--- src/rtl/uart_pkg.sv ---
// Shared types and default constants for the UART transmit drain path.
package uart_pkg;

  // Payload width; kept equal to the FIFO word width feeding this block.
  localparam int DATA_WIDTH   = 8;
  // 100 MHz system clock / 115200 baud.
  localparam int CLKS_PER_BIT = 868;
  localparam int STOP_BITS    = 1;

  typedef enum logic [2:0] {
    IDLE   = 3'd0,
    START  = 3'd1,
    DATA   = 3'd2,
    PARITY = 3'd3,
    STOP   = 3'd4
  } uart_tx_state_t;

endpackage

--- src/rtl/uart_baud_gen.sv ---
// Baud-rate divider: free-running 0..CLKS_PER_BIT-1 counter with a
// registered tick that is high while the count sits at its last value.
module uart_baud_gen #(
  parameter int CLKS_PER_BIT = 868
) (
  input  logic clk,
  input  logic rst,
  input  logic clear,
  output logic tick
);

  localparam int CW = (CLKS_PER_BIT > 2) ? $clog2(CLKS_PER_BIT) : 1;
  localparam logic [CW-1:0] LAST = CW'(CLKS_PER_BIT - 1);

  logic [CW-1:0] cnt_q, cnt_d;
  logic          tick_q, tick_d;

  // Next count: clear restarts a bit period, otherwise count and wrap.
  always_comb begin
    cnt_d = cnt_q;
    if (clear) begin
      cnt_d = '0;
    end else if (cnt_q == LAST) begin
      cnt_d = '0;
    end else begin
      cnt_d = cnt_q + CW'(1);
    end
    tick_d = (cnt_d == LAST);
  end

  // Counter and tick registers.
  always_ff @(posedge clk) begin
    if (rst) begin
      cnt_q  <= '0;
      tick_q <= 1'b0;
    end else begin
      cnt_q  <= cnt_d;
      tick_q <= tick_d;
    end
  end

  assign tick = tick_q;

endmodule

--- src/rtl/uart_tx_drain_checker.sv ---
// Protocol checks for the UART transmit drain FSM.
module uart_tx_drain_checker
  import uart_pkg::*;
(
  input logic           clk,
  input logic           rst,
  input logic           fifo_empty,
  input logic           fifo_rd_en,
  input logic           tx,
  input logic           busy,
  input logic           frame_end,
  input uart_tx_state_t state_q,
  input uart_tx_state_t state_d
);

  a_pop_not_empty: assert property (@(posedge clk) disable iff (rst)
    fifo_rd_en |-> !fifo_empty)
    else $warning("uart_tx_drain_checker: pop while FIFO empty");

  a_pop_to_start: assert property (@(posedge clk) disable iff (rst)
    fifo_rd_en |-> (state_d == START))
    else $warning("uart_tx_drain_checker: pop not followed by START");

  a_idle_tx_high: assert property (@(posedge clk) disable iff (rst)
    (state_q == IDLE) |-> tx)
    else $warning("uart_tx_drain_checker: line low while idle");

  a_one_pop_per_frame: assert property (@(posedge clk) disable iff (rst)
    fifo_rd_en |-> ((state_q == IDLE) || frame_end))
    else $warning("uart_tx_drain_checker: pop inside a frame");

  a_busy_not_idle: assert property (@(posedge clk) disable iff (rst)
    busy |-> (state_q != IDLE))
    else $warning("uart_tx_drain_checker: busy while idle");

endmodule

--- src/rtl/uart_tx_drain.sv ---
// UART transmitter draining a show-ahead FIFO: pops a word when idle (or on
// the final stop-bit cycle for gapless back-to-back frames) and shifts it out
// LSB-first with optional even parity and one or two stop bits.
module uart_tx_drain #(
  parameter int DATA_WIDTH   = uart_pkg::DATA_WIDTH,
  parameter int CLKS_PER_BIT = uart_pkg::CLKS_PER_BIT,
  parameter int PARITY_EN    = 0,
  parameter int STOP_BITS    = uart_pkg::STOP_BITS
) (
  input  logic                  clk,
  input  logic                  rst,
  input  logic                  enable,
  input  logic [DATA_WIDTH-1:0] fifo_rd_data,
  input  logic                  fifo_empty,
  output logic                  fifo_rd_en,
  output logic                  tx,
  output logic                  busy
);

  import uart_pkg::*;

  if (CLKS_PER_BIT < 2) begin : g_bad_cpb
    $fatal(1, "uart_tx_drain: CLKS_PER_BIT must be >= 2");
  end
  if ((STOP_BITS != 1) && (STOP_BITS != 2)) begin : g_bad_stop
    $fatal(1, "uart_tx_drain: STOP_BITS must be 1 or 2");
  end
  if (DATA_WIDTH == 0) begin : g_bad_dw
    $fatal(1, "uart_tx_drain: DATA_WIDTH must be non-zero");
  end

  localparam int BW = $clog2(DATA_WIDTH) + 1;
  localparam logic [BW-1:0] LAST_BIT  = BW'(DATA_WIDTH - 1);
  localparam logic [BW-1:0] LAST_STOP = BW'(STOP_BITS - 1);

  function automatic logic even_parity_bit(input logic [DATA_WIDTH-1:0] d);
    return ^d;
  endfunction

  uart_tx_state_t        state_q, state_d;
  logic [DATA_WIDTH-1:0] shift_q, shift_d;
  logic                  parity_q, parity_d;
  logic [BW-1:0]         bit_cnt_q, bit_cnt_d;
  logic                  tx_q, tx_d;
  logic                  busy_q, busy_d;
  logic                  tick_s;
  logic                  frame_end_s;
  logic                  pop_s;
  logic                  clear_s;

  // Last cycle of the final stop bit, and the FIFO pop decision.
  always_comb begin
    frame_end_s = (state_q == STOP) && tick_s && (bit_cnt_q == LAST_STOP);
    pop_s = !rst && enable && !fifo_empty && ((state_q == IDLE) || frame_end_s);
    clear_s = (state_q == IDLE) || pop_s;
  end

  uart_baud_gen #(
    .CLKS_PER_BIT(CLKS_PER_BIT)
  ) u_baud (
    .clk  (clk),
    .rst  (rst),
    .clear(clear_s),
    .tick (tick_s)
  );

  // Frame sequencing: next state, shift register, parity and bit counter.
  always_comb begin
    state_d   = state_q;
    shift_d   = shift_q;
    parity_d  = parity_q;
    bit_cnt_d = bit_cnt_q;
    case (state_q)
      IDLE: begin
        if (pop_s) begin
          shift_d   = fifo_rd_data;
          parity_d  = even_parity_bit(fifo_rd_data);
          bit_cnt_d = '0;
          state_d   = START;
        end else begin
          state_d   = IDLE;
        end
      end
      START: begin
        if (tick_s) begin
          bit_cnt_d = '0;
          state_d   = DATA;
        end else begin
          state_d   = START;
        end
      end
      DATA: begin
        if (tick_s) begin
          shift_d = shift_q >> 1;
          if (bit_cnt_q == LAST_BIT) begin
            bit_cnt_d = '0;
            state_d   = (PARITY_EN != 0) ? PARITY : STOP;
          end else begin
            bit_cnt_d = bit_cnt_q + BW'(1);
          end
        end else begin
          state_d = DATA;
        end
      end
      PARITY: begin
        if (tick_s) begin
          bit_cnt_d = '0;
          state_d   = STOP;
        end else begin
          state_d   = PARITY;
        end
      end
      STOP: begin
        if (frame_end_s) begin
          bit_cnt_d = '0;
          if (pop_s) begin
            shift_d  = fifo_rd_data;
            parity_d = even_parity_bit(fifo_rd_data);
            state_d  = START;
          end else begin
            state_d  = IDLE;
          end
        end else if (tick_s) begin
          bit_cnt_d = bit_cnt_q + BW'(1);
        end else begin
          state_d = STOP;
        end
      end
      default: begin
        state_d = IDLE;
      end
    endcase
  end

  // Line level and busy flag follow the next state so tx moves on the pop edge.
  always_comb begin
    case (state_d)
      IDLE:    tx_d = 1'b1;
      START:   tx_d = 1'b0;
      DATA:    tx_d = shift_d[0];
      PARITY:  tx_d = parity_d;
      STOP:    tx_d = 1'b1;
      default: tx_d = 1'b1;
    endcase
    busy_d = (state_d != IDLE);
  end

  // State and datapath registers with synchronous reset.
  always_ff @(posedge clk) begin
    if (rst) begin
      state_q   <= IDLE;
      shift_q   <= '0;
      parity_q  <= 1'b0;
      bit_cnt_q <= '0;
      tx_q      <= 1'b1;
      busy_q    <= 1'b0;
    end else begin
      state_q   <= state_d;
      shift_q   <= shift_d;
      parity_q  <= parity_d;
      bit_cnt_q <= bit_cnt_d;
      tx_q      <= tx_d;
      busy_q    <= busy_d;
    end
  end

  assign fifo_rd_en = pop_s;
  assign tx         = tx_q;
  assign busy       = busy_q;

  uart_tx_drain_checker u_chk (
    .clk       (clk),
    .rst       (rst),
    .fifo_empty(fifo_empty),
    .fifo_rd_en(pop_s),
    .tx        (tx_q),
    .busy      (busy_q),
    .frame_end (frame_end_s),
    .state_q   (state_q),
    .state_d   (state_d)
  );

endmodule

--- config.mk ---
export PLATFORM = sky130hd
export DESIGN_NAME = uart_tx_drain
export DESIGN_NICKNAME = d
export VERILOG_FILES = /design/src/rtl/uart_pkg.sv /design/src/rtl/uart_baud_gen.sv /design/src/rtl/uart_tx_drain_checker.sv /design/src/rtl/uart_tx_drain.sv
export SDC_FILE = /design/constraint.sdc
export NUM_CORES = 1
export LEC_CHECK = 0
export ABC_CLOCK_PERIOD_IN_PS = 4100
export BUFFER_PORTS_ARGS = -buffer_cell sky130_fd_sc_hd__buf_2
export CORE_UTILIZATION = 35
export DETAILED_ROUTE_END_ITERATION = 16
export SYNTH_ARGS = -nofsm -noshare
export SYNTH_HDL_FRONTEND = slang
export SYNTH_SLANG_ARGS = --single-unit
--- constraint.sdc ---
create_clock -name clk -period 4.1 [get_ports clk]
set_clock_uncertainty 0.2 [all_clocks]
set_input_delay 0.82 -clock clk [delete_from_list [all_inputs] [get_ports clk]]
set_output_delay 0.82 -clock clk [all_outputs]
set_load 0.02 [all_outputs]
Word-level counts from Yosys, hierarchy flattened
Index checks and enable logic that the tools add are counted.
{"block": "word_totals", "word_cells": 69, "in_bits": 12, "reg_bits": 29}
{"block": "op_classes", "n_reduce_logical": 18, "eq_ne": 15, "muxes": 25, "add_sub_neg": 2}
{"op": "two-way mux 4 bit", "n": 6}
{"op": "two-way mux 8 bit", "n": 3}
{"op": "case mux 8 bit (3 select lines)", "n": 1}
{"op": "equality test 10 bit (second input constant)", "n": 2}
{"op": "two-way mux 10 bit", "n": 2}
{"op": "case mux 4 bit (4 select lines)", "n": 1}
{"op": "two-way mux 3 bit", "n": 5}
{"op": "case mux 3 bit (5 select lines)", "n": 1}
{"op": "equality test 3 x 2 -> 1 bit (second input constant)", "n": 4}
{"op": "adder 10 x 1 -> 10 bit (second input constant)", "n": 1}
{"op": "XOR reduction 8 bit", "n": 1}
{"op": "equality test 3 x 1 -> 1 bit (second input constant)", "n": 2}
{"op": "nonzero test 3 bit", "n": 2}
{"op": "logical AND 1 bit", "n": 5}
{"op": "AND reduction 5 bit", "n": 1}
{"op": "adder 4 x 1 -> 4 bit (second input constant)", "n": 1}
{"op": "equality test 4 x 3 -> 1 bit (second input constant)", "n": 1}
{"op": "logical NOT 4 bit", "n": 1}
{"op": "!= test 2 x 1 -> 1 bit (second input constant)", "n": 2}
{"op": "!= test 2 bit (second input constant)", "n": 2}
{"op": "nonzero test 4 bit", "n": 1}
{"op": "equality test 3 bit (second input constant)", "n": 1}
{"op": "logical NOT 3 bit", "n": 1}
{"op": "two-way mux 1 bit", "n": 3}
{"op": "other kinds (8)", "n": 10}

Depth between registers and ports, before layout
Gate-level depths: netlist of run 1.
{"block": "logic_depth", "ltp_word": 10, "ltp_mapped": 8, "ltp_nobuf": 7}

Hierarchy
Synthesis of run 1 repeated with hierarchy kept, for this count alone.
{"block": "unflattened", "cells_unflattened": 185, "area_unflattened_um2": 1616.6}
{"mod": "uart_tx_drain", "n_inst": 1, "seq_area_each_um2": 360.3, "cells_each": 120, "area_each_um2": 1024.7}
{"mod": "uart_baud_gen", "n_inst": 1, "seq_area_each_um2": 220.2, "cells_each": 65, "area_each_um2": 591.8}

Least setup slack after synthesis of run 1
No wires, ideal clock.
{"block": "synth_path", "kind": "input port to output port", "from": "in rst", "to": "out fifo_rd_en", "slack_ps": 1115, "path_stages": 4, "t_arrival_ps": 1965, "path_cell_list": "buf_6 > or3b_4 > a2111oi_4 > buf_6"}
{"block": "synth_via", "elab_chain_len": 4}
{"item": "from (decl)", "line_no": "uart_tx_drain.sv:11", "source": "input logic rst,"}
{"item": "logical NOT 1 bit", "line_no": "uart_tx_drain.sv:54", "source": "pop_s = !rst && enable && !fifo_empty && ((state_q == IDLE) || frame_end_s);"}
{"item": "logical AND 1 bit (3 in a row)", "line_no": "uart_tx_drain.sv:54"}
{"item": "to (decl)", "line_no": "uart_tx_drain.sv:15", "source": "output logic fifo_rd_en,"}
No other way between the ends.

Worst setup path in the final report of run 1
Ends and elaborated chain as after synthesis.

==> results of run 1 <==
-- logic make-up (layout without fill, tap and decap cells) --
group	after synthesis	in the layout	share of synthesized area, %
compound gates	43	43	20.28
simple gates	72	72	25.13
fa+ha+maj	3	3	2.504
flops	29	29	38.73
xor+xnor	15	15	8.764
buf+inv	14	30	4.591
-- area by class of cell --
class                   instances  area share [%]
inverters                       6           1.309
clock inverters                 2           2.182
multi-input cells             133           49.38
repair buffers                 16           4.945
flip-flops and latches         29           33.75
well taps                      50           3.636
clock buffers                   6           4.800
-- worst max-delay path: stages --
cell and delay [ps]:
buf_2 210, or3b_4 460, a2111oi_4 310, buf_4 240
buf_2 190
-- Yosys cell counts, types with 3 or more instances --
| library cell | number |
|---|---|
| a21oi_1 | 11 |
| a22oi_1 | 6 |
| a31oi_1 | 4 |
| and3_1 | 3 |
| clkbuf_1 | 5 |
| dfxtp_1 | 29 |
| ha_1 | 3 |
| inv_1 | 6 |
| nand2_1 | 11 |
| nand3_1 | 12 |
| nand4_1 | 3 |
| nor2_1 | 20 |
| nor2_2 | 3 |
| o21a_1 | 3 |
| o21ai_0 | 5 |
| xnor2_1 | 11 |
| xor2_1 | 4 |
-- registers in the layout, indices dropped and copies added, names as in the netlist --
register,count
u_baud.cnt_q,10
shift_q,8
bit_cnt_q,4
state_q,3
busy,1
parity_q,1
tx,1
u_baud.tick,1
-- cells in the final DEF (no fill, tap or decap), types with 3 or more instances in the layout --
master	instances
clkbuf_8	6
xor2_1	4
dfxtp_1	29
o21a_1	3
a21oi_1	11
a31oi_1	4
nor2_2	3
nand2_1	11
inv_1	6
a22oi_1	6
xnor2_1	11
buf_2	14
o21ai_0	5
and3_1	3
nand3_1	12
ha_1	3
nand4_1	3
nor2_1	20
-- worst paths after layout --
kind / endpoint / slack, ps / cells past startpoint
min reg2reg: shift_q[4] / 260 / 2
max: fifo_rd_en / 850 / 5
max reg2reg: u_baud.tick / 1890 / 6
min: shift_q[4] / 260 / 2
-- power breakdown --
part | leakage [nW] | internal, mW | switching [mW]
clock network | 0.0574 | 0.197 | 0.115
logic | 0.285 | 0.0272 | 0.0322
registers | 0.235 | 0.290 | 0.00750
-- metal layers --
metal | global-route usage (%) | wire length [microns] | up-vias
met5 | 0 | 0 | -
met4 | 7.979 | 66 | 0
met3 | 4.054 | 121 | 7
met2 | 22.63 | 1185 | 23
met1 | 19.03 | 1506 | 563
li1 | - | - | 657
==> impl_metrics.env, run 1 <==
export IMPL_cp_arrival_ps=2230
export IMPL_ir_drop_mv=0.2100
export IMPL_syn_inst=176
export IMPL_synth_top_cell_area_share_pct=38.73
export IMPL_cts_resized_gates=0
export IMPL_slew_viol_final=0
export IMPL_netlist_area_sq_um=1499
export IMPL_status="finished, final reports clean"
export IMPL_cts_tree="yes"
export IMPL_drtIter0Drc=46
export IMPL_cts_root_buf="clkbuf_8"
export IMPL_crit_start="rst"
export IMPL_yosysUniqueCellTypes=48
export IMPL_post_cts_buffers=0
export IMPL_power_density_nw_per_um2=389.2
export IMPL_vias_per_cell=5.165
export IMPL_nNetsFinal=206
export IMPL_cts_buffers=5
export IMPL_syn_nets=191
export IMPL_track_usage_pct=14.89
export IMPL_path_class="in2out"
export IMPL_wl_per_cell_microns=11.90
export IMPL_synthFlopType="dfxtp_1"
export IMPL_fillerInstances=396
export IMPL_dpl_hpwl_microns=2044
export IMPL_async_flop_share_pct=0
export IMPL_ios=15
export IMPL_antenna_found_initial=0
export IMPL_multiInputGateArea_sq_um=849.6
export IMPL_hold_viol=0
export IMPL_start_kind="input pin"
export IMPL_required_ps=3080
export IMPL_row_count=23
export IMPL_grt_pass1_wl_microns=4919
export IMPL_port_buffers=14
export IMPL_clk_latency_ps=290
export IMPL_clock_path_buffers=2
export IMPL_leakagePower_nw=0.5768
export IMPL_hold_start="shift_q[4]"
export IMPL_min_period_over_period_pct=79.38
export IMPL_finalPower_uw=669.6
export IMPL_diodes=0
export IMPL_fin_ws_ps=845.5
export IMPL_max_clock_freq_ghz=0.3073
export IMPL_report_final_setup_viol=0
export IMPL_instances_no_fill=242
export IMPL_clkSlewWorstSetupHoldPaths_ps=60
export IMPL_cap_violations=0
export IMPL_place_area_sq_um=1600
export IMPL_synth_edf_count=0
export IMPL_hp_class="reg2reg"
export IMPL_fin_crit_ps=3255
export IMPL_die_area_sq_um=4548
export IMPL_firstDrtPassIters=4
export IMPL_cp_end_kind="output pin"
export IMPL_cts_sinks=29
export IMPL_synthToLayoutAreaGrowth_pct=14.77
export IMPL_core_area_sq_um=4058
export IMPL_die_w_microns=67.44
export IMPL_netlist_top_cells_area="dfxtp_1, xnor2_1, nor2_1, nand3_1, a21oi_1"
export IMPL_initial_utilization_pct=36.94
export IMPL_drtAntennaViolNets=0
export IMPL_placedCellCount=234
export IMPL_grt_start_max_net_pins=20
export IMPL_synth_warnings=0
export IMPL_synth_top_cell_by_area="dfxtp_1"
export IMPL_utilization_pct=42.40
export IMPL_drive_gt1_share_pct=16.67
export IMPL_cts_hold_buf=0
export IMPL_worstMarginPinSlew_ps=541.0
export IMPL_rr_startpoint="u_baud.cnt_q[0]"
export IMPL_regArea_sq_um=580.6
export IMPL_num_vias=1250
export IMPL_wirelength_microns=2880
export IMPL_die_y_microns=67.44
export IMPL_syn_area_per_cell_sq_um=8.517
export IMPL_fin_tns_setup_ps=0
export IMPL_htree_levels=2
export IMPL_drc_errors=0
export IMPL_grt_overflow=0
export IMPL_design_area_sq_um=1720
export IMPL_ys_seq_area_share_pct=38.73
export IMPL_slew_headroom_pct=63.80
export IMPL_rsz0062_at_grt="no"
export IMPL_critPathMaxFanout=19
export IMPL_ys_seq_elements=29
export IMPL_place_ws_ps=819.0
export IMPL_place_congestion=0.7738
export IMPL_grt_pass1_vias=1101
export IMPL_hold_slack_ps=261.0
(Power assumes the default switching activity.)
==> inputs of run 2 (changes only) <==
--- a/config.mk
+++ b/config.mk
@@ -5,7 +5,7 @@
 export SDC_FILE = /design/constraint.sdc
 export NUM_CORES = 1
 export LEC_CHECK = 0
-export ABC_CLOCK_PERIOD_IN_PS = 4100
+export ABC_CLOCK_PERIOD_IN_PS = 2860
 export BUFFER_PORTS_ARGS = -buffer_cell sky130_fd_sc_hd__buf_2
 export CORE_UTILIZATION = 35
 export DETAILED_ROUTE_END_ITERATION = 16
==> constraint.sdc (replaced) <==
create_clock -name clk -period 2.86 [get_ports clk]
set_clock_uncertainty 0.2 [all_clocks]
set_input_delay 0.572 -clock clk [delete_from_list [all_inputs] [get_ports clk]]
set_output_delay 0.572 -clock clk [all_outputs]
set_load 0.02 [all_outputs]
==> run 2 against run 1 <==
Register-to-register slack got worse by 1200 ps. Critical path depth did not move. Non-clock buffer count rose by 1. Cell area fell by 1.5%. Hold slack got worse by 1.2 ps. Via count fell by 0.16%. Flip-flop and latch count did not move. Final cell count did not move. Setup slack got worse by 490 ps. Die area did not move.
==> impl_metrics.env, run 2 (synthesis results as in run 1) <==
export IMPL_crit_family="compound AO/OA/AOI/OAI gates"
export IMPL_cts_tree="yes"
export IMPL_wl_per_cell_microns=12.21
export IMPL_cts_hold_buf=0
export IMPL_hp_class="reg2reg"
export IMPL_synthToLayoutAreaGrowth_pct=13.02
export IMPL_firstDrtPassIters=4
export IMPL_port_buffers=14
export IMPL_slew_headroom_pct=59.28
export IMPL_largestRegisters="u_baud.cnt_q (10), shift_q (8), bit_cnt_q (4)"
export IMPL_worstMarginPinSlew_ps=608.6
export IMPL_rsz0062_at_grt="no"
export IMPL_slew_viol_final=0
export IMPL_track_usage_pct=14.92
export IMPL_hold_start="shift_q[5]"
export IMPL_wl_met3_microns=141
export IMPL_cap_violations=0
export IMPL_clk_latency_ps=280
export IMPL_drtAntennaViolNets=0
export IMPL_crit_start="bit_cnt_q[0]"
export IMPL_grt_start_max_net_pins=19
export IMPL_path_class="reg2out"
export IMPL_antenna_found_initial=0
export IMPL_fillerInstances=421
export IMPL_rr_startpoint="bit_cnt_q[0]"
export IMPL_clock_path_buffers=2
export IMPL_die_area_sq_um=4548
export IMPL_clkSlewWorstSetupHoldPaths_ps=60
export IMPL_slowest_delay_ps=430
export IMPL_drtIter0Drc=43
export IMPL_cp_arrival_ps=1730
export IMPL_status="finished, final reports clean"
export IMPL_post_cts_buffers=0
export IMPL_dr_wl_met2_microns=1254
export IMPL_place_congestion=0.8389
export IMPL_die_y_microns=67.44
export IMPL_start_kind="flop"
export IMPL_cts_resized_gates=0
export IMPL_wirelength_microns=2955
export IMPL_layout_commonest_cell="dfxtp_1"
export IMPL_ios=15
export IMPL_row_count=23
export IMPL_regMostFlops="u_baud.cnt_q"
export IMPL_core_area_sq_um=4058
export IMPL_power_density_nw_per_um2=501.2
export IMPL_utilization_pct=41.75
export IMPL_htree_levels=2
export IMPL_max_clock_freq_ghz=0.4001
export IMPL_crit_buf_inv=2
export IMPL_cts_root_buf="clkbuf_8"
export IMPL_die_w_microns=67.44
export IMPL_vias_per_cell=5.157
export IMPL_dpl_hpwl_microns=2137
export IMPL_grt_overflow=0
export IMPL_cp_slowest_cell="a2111oi_4"
export IMPL_drive_gt1_share_pct=16.15
export IMPL_drc_errors=0
export IMPL_initial_utilization_pct=36.94
export IMPL_hold_viol=0
export IMPL_ir_drop_mv=0.2809
export IMPL_leakagePower_nw=0.5686
export IMPL_min_period_over_period_pct=87.40
export IMPL_path_cells="inv_1 -> ha_1 -> nand4bb_1 -> a2111oi_4 -> buf_2"
export IMPL_cts_buffers=5
export IMPL_diodes=0
export IMPL_fin_crit_ps=2500
export IMPL_report_final_setup_viol=0
export IMPL_top_layer_used="met4"
export IMPL_num_vias=1248
export IMPL_nNetsFinal=207
export IMPL_grt_pass1_wl_microns=4968
export IMPL_critPathMaxFanout=4
export IMPL_fin_tns_setup_ps=0
export IMPL_largest_reg_flops=10
export IMPL_cts_sinks=29
export IMPL_final_cell_mix="dfxtp_1, nor2_1, buf_2"
export IMPL_required_ps=2090
export IMPL_cp_end_kind="output pin"
export IMPL_grt_pass1_vias=1110
export IMPL_wl_met1_microns=1499
[run 2: metrics by stage]
stage          worst slack (ps)  power [mW]  hold WS [ps]  cell area, sq um  cells
2_1_floorplan             371.1      0.4975         222.3              1499    176
3_3_place_gp              407.2      0.5250         238.1              1608    235
3_5_place_dp              382.9      0.5246         245.3              1608    235
4_1_cts                   306.3      0.8640         260.1              1694    242
5_1_grt                   251.8      0.8898         283.1              1694    242
6_report                  360.4      0.8491         259.9              1694    242
[run 2: layout make-up]
cell class	count	area, sq um	area share [%]
clock buffers	7	86.33	5.096
multi-input cells	133	849.6	50.15
repair buffers	17	92.59	5.465
well taps	50	62.56	3.693
flip-flops and latches	29	580.6	34.27
inverters	6	22.52	1.329
[run 2: worst paths after layout]
kind	cells past startpoint	slack, ps	end
worst max-delay path	5	360	fifo_rd_en
worst min-delay path	2	260	shift_q[5]
worst min register to register	2	260	shift_q[5]
worst max register to register	8	660	tx
[run 2: routing by layer]
metal  up-vias  track usage (%)
met4         0            7.181
met3         6            5.405
met1       555            19.30
li1        661                -
met2        26            21.75
met5         -                0
[run 2: power by group]
| group | internal, mW | total [mW] | leakage (nW) | switching, mW |
|---|---|---|---|---|
| Clock | 0.190 | 0.334 | 0.0443 | 0.144 |
| Sequential | 0.416 | 0.427 | 0.235 | 0.0107 |
| Combinational | 0.0399 | 0.0880 | 0.289 | 0.0482 |
[run 2: tightest hold or removal path: stages (launching register included)]
cell     delay, ps
dfxtp_1        310
nand2_1         50
a21oi_1         50
==> inputs of run 3 (changes only) <==
--- a/config.mk
+++ b/config.mk
@@ -7,8 +7,9 @@
 export LEC_CHECK = 0
 export ABC_CLOCK_PERIOD_IN_PS = 2860
 export BUFFER_PORTS_ARGS = -buffer_cell sky130_fd_sc_hd__buf_2
-export CORE_UTILIZATION = 35
+export CORE_UTILIZATION = 52
 export DETAILED_ROUTE_END_ITERATION = 16
+export PLACE_DENSITY = 0.74
 export SYNTH_ARGS = -nofsm -noshare
 export SYNTH_HDL_FRONTEND = slang
 export SYNTH_SLANG_ARGS = --single-unit
==> constraint.sdc (replaced) <==
create_clock -name clk -period 2.86 [get_ports clk]
set_clock_uncertainty 0.2 [all_clocks]
set_input_delay 0.286 -clock clk [delete_from_list [all_inputs] [get_ports clk]]
set_output_delay 0.286 -clock clk [all_outputs]
set_load 0.02 [all_outputs]
==> run 3 against run 2 <==
Via count rose by 1.7%. Hold slack got worse by 190 ps. Sequential share of layout area rose by 0.67 points. Flip-flop and latch count did not move. Cell area fell by 1.9%. Register-to-register slack got worse by 170 ps. First-iteration DRC count rose by 53%. Routed wire length fell by 4.9%. Core utilization rose by 19 points. Die area fell by 32%. Largest cell class unchanged.
==> impl_metrics.env, run 3 (synthesis results as in run 1) <==
export IMPL_cts_root_buf="clkbuf_4"
export IMPL_grt_pass1_wl_microns=5016
export IMPL_clkSlewWorstSetupHoldPaths_ps=90
export IMPL_report_final_setup_viol=0
export IMPL_min_period_over_period_pct=92.46
export IMPL_p_comb_share_pct=10.0
export IMPL_track_usage_pct=20.53
export IMPL_power_switching_uw=196.7
export IMPL_crit_start="bit_cnt_q[0]"
export IMPL_cts_resized_gates=0
export IMPL_antenna_found_initial=0
export IMPL_num_vias=1269
export IMPL_port_buffers=14
export IMPL_path_cells="inv_1 -> ha_1 -> nand4bb_1 -> a2111oi_4 -> buf_2"
export IMPL_ios=15
export IMPL_cp_arrival_ps=2160
export IMPL_nNetsFinal=206
export IMPL_grt_start_max_net_pins=20
export IMPL_cts_hold_buf=0
export IMPL_p_int_uw=662.8
export IMPL_drtAntennaViolNets=0
export IMPL_hp_class="in2reg"
export IMPL_die_area_sq_um=3101
export IMPL_rsz0062_at_grt="no"
export IMPL_largestRegisters="u_baud.cnt_q (10), shift_q (8), bit_cnt_q (4)"
export IMPL_place_area_sq_um=1577
export IMPL_clock_path_buffers=2
export IMPL_start_kind="flop"
export IMPL_die_y_microns=55.69
export IMPL_cts_tree="yes"
export IMPL_seq_power_share_pct=49.5
export IMPL_hold_start="fifo_rd_data[1]"
export IMPL_swShare_pct=22.89
export IMPL_row_count=19
export IMPL_drive_gt1_share_pct=16.15
export IMPL_required_ps=2370
export IMPL_hold_viol=0
export IMPL_core_area_sq_um=2734
export IMPL_fin_tns_setup_ps=0
export IMPL_grt_overflow=0
export IMPL_cap_violations=0
export IMPL_wirelength_microns=2811
export IMPL_regMostFlops="u_baud.cnt_q"
export IMPL_max_clock_freq_ghz=0.3782
export IMPL_vias_per_cell=5.691
export IMPL_drtIter0Drc=66
export IMPL_cts_buffers=5
export IMPL_grt_pass1_vias=1182
export IMPL_fillerInstances=245
export IMPL_final_cell_mix="dfxtp_1, nor2_1, buf_2"
export IMPL_post_cts_buffers=0
export IMPL_die_w_microns=55.69
export IMPL_cts_sinks=29
export IMPL_synthToLayoutAreaGrowth_pct=10.85
export IMPL_regArea_sq_um=580.6
export IMPL_dpl_hpwl_microns=2078
export IMPL_multiInputGateArea_sq_um=849.6
export IMPL_path_class="reg2out"
export IMPL_pwr_share_clk_pct=40.5
export IMPL_design_area_sq_um=1662
export IMPL_utilization_pct=60.78
export IMPL_status="finished, final reports clean"
export IMPL_power_density_nw_per_um2=517.3
export IMPL_diodes=0
export IMPL_worstMarginPinSlew_ps=599.7
export IMPL_initial_utilization_pct=54.83
export IMPL_layout_commonest_cell="dfxtp_1"
export IMPL_firstDrtPassIters=4
export IMPL_ir_drop_mv=0.5192
export IMPL_leakagePower_nw=0.5649
export IMPL_slowest_delay_ps=710
export IMPL_slew_headroom_pct=60.02
export IMPL_htree_levels=2
export IMPL_wl_per_cell_microns=12.61
export IMPL_clk_latency_ps=330
export IMPL_rr_startpoint="bit_cnt_q[0]"
export IMPL_slew_viol_final=0
export IMPL_place_congestion=0.8505
export IMPL_largest_reg_flops=10
export IMPL_cp_end_kind="output pin"
export IMPL_critPathMaxFanout=9
export IMPL_cp_slowest_cell="a2111oi_4"
export IMPL_drc_errors=0
export IMPL_fin_crit_ps=2644
==> run 3: cell type report <==
type                       instances  area share (%)
clock buffer                       7           3.313
timing repair buffer              16           5.120
clock inverter                     1           1.807
multi-input combinational        133           51.13
inverter                           6           1.355
sequential                        29           34.94
tap                               31           2.334
==> run 3: through the flow <==
step                      hold slack (ps)  std cells  total power, mW  setup slack, ps
after floorplan                     222.3        176           0.4975            901.8
after global placement              246.4        215           0.5187            534.0
after detailed placement            246.7        215           0.5206            460.8
after CTS                           56.04        223           0.8708            187.8
after global routing                82.70        223           0.9020            42.79
final                               74.61        223           0.8595            215.7
==> run 3: path summary, 6_finish.rpt <==
kind | endpoint | cells past startpoint | slack (ps)
setup reg to reg | tx | 7 | 490
hold reg to reg | shift_q[2] | 2 | 260
hold / removal | shift_q[1] | 3 | 70
setup / recovery | fifo_rd_en | 5 | 220
==> run 3: layer usage <==
layer / vias up / global-route usage, % / part of all wire [%]
met3: 6 / 7.209 / 3.2
met5: - / 0 / 0
met2: 13 / 32.19 / 47
met4: 0 / 8.929 / 1.4
li1: 660 / - / -
met1: 590 / 25.48 / 49
==> run 3: worst max-delay path: cells and delay by family (launching register included) <==
kind / cells / cell delay, ps
adders and majority gates: 1 / 140
AOI/OAI and AO/OA: 1 / 710
buffers and inverters: 2 / 360
DFF: 1 / 350
and+or+nand+nor: 1 / 270
==> run 3: power by group through the flow <==
stage	clock (mW)	combinational [mW]	sequential (mW)
2_1_floorplan	0	0.0620	0.436
3_3_place_gp	0	0.0843	0.434
3_5_place_dp	0	0.0857	0.435
4_1_cts	0.359	0.0861	0.426
5_1_grt	0.379	0.0952	0.427
6_report	0.348	0.0856	0.425
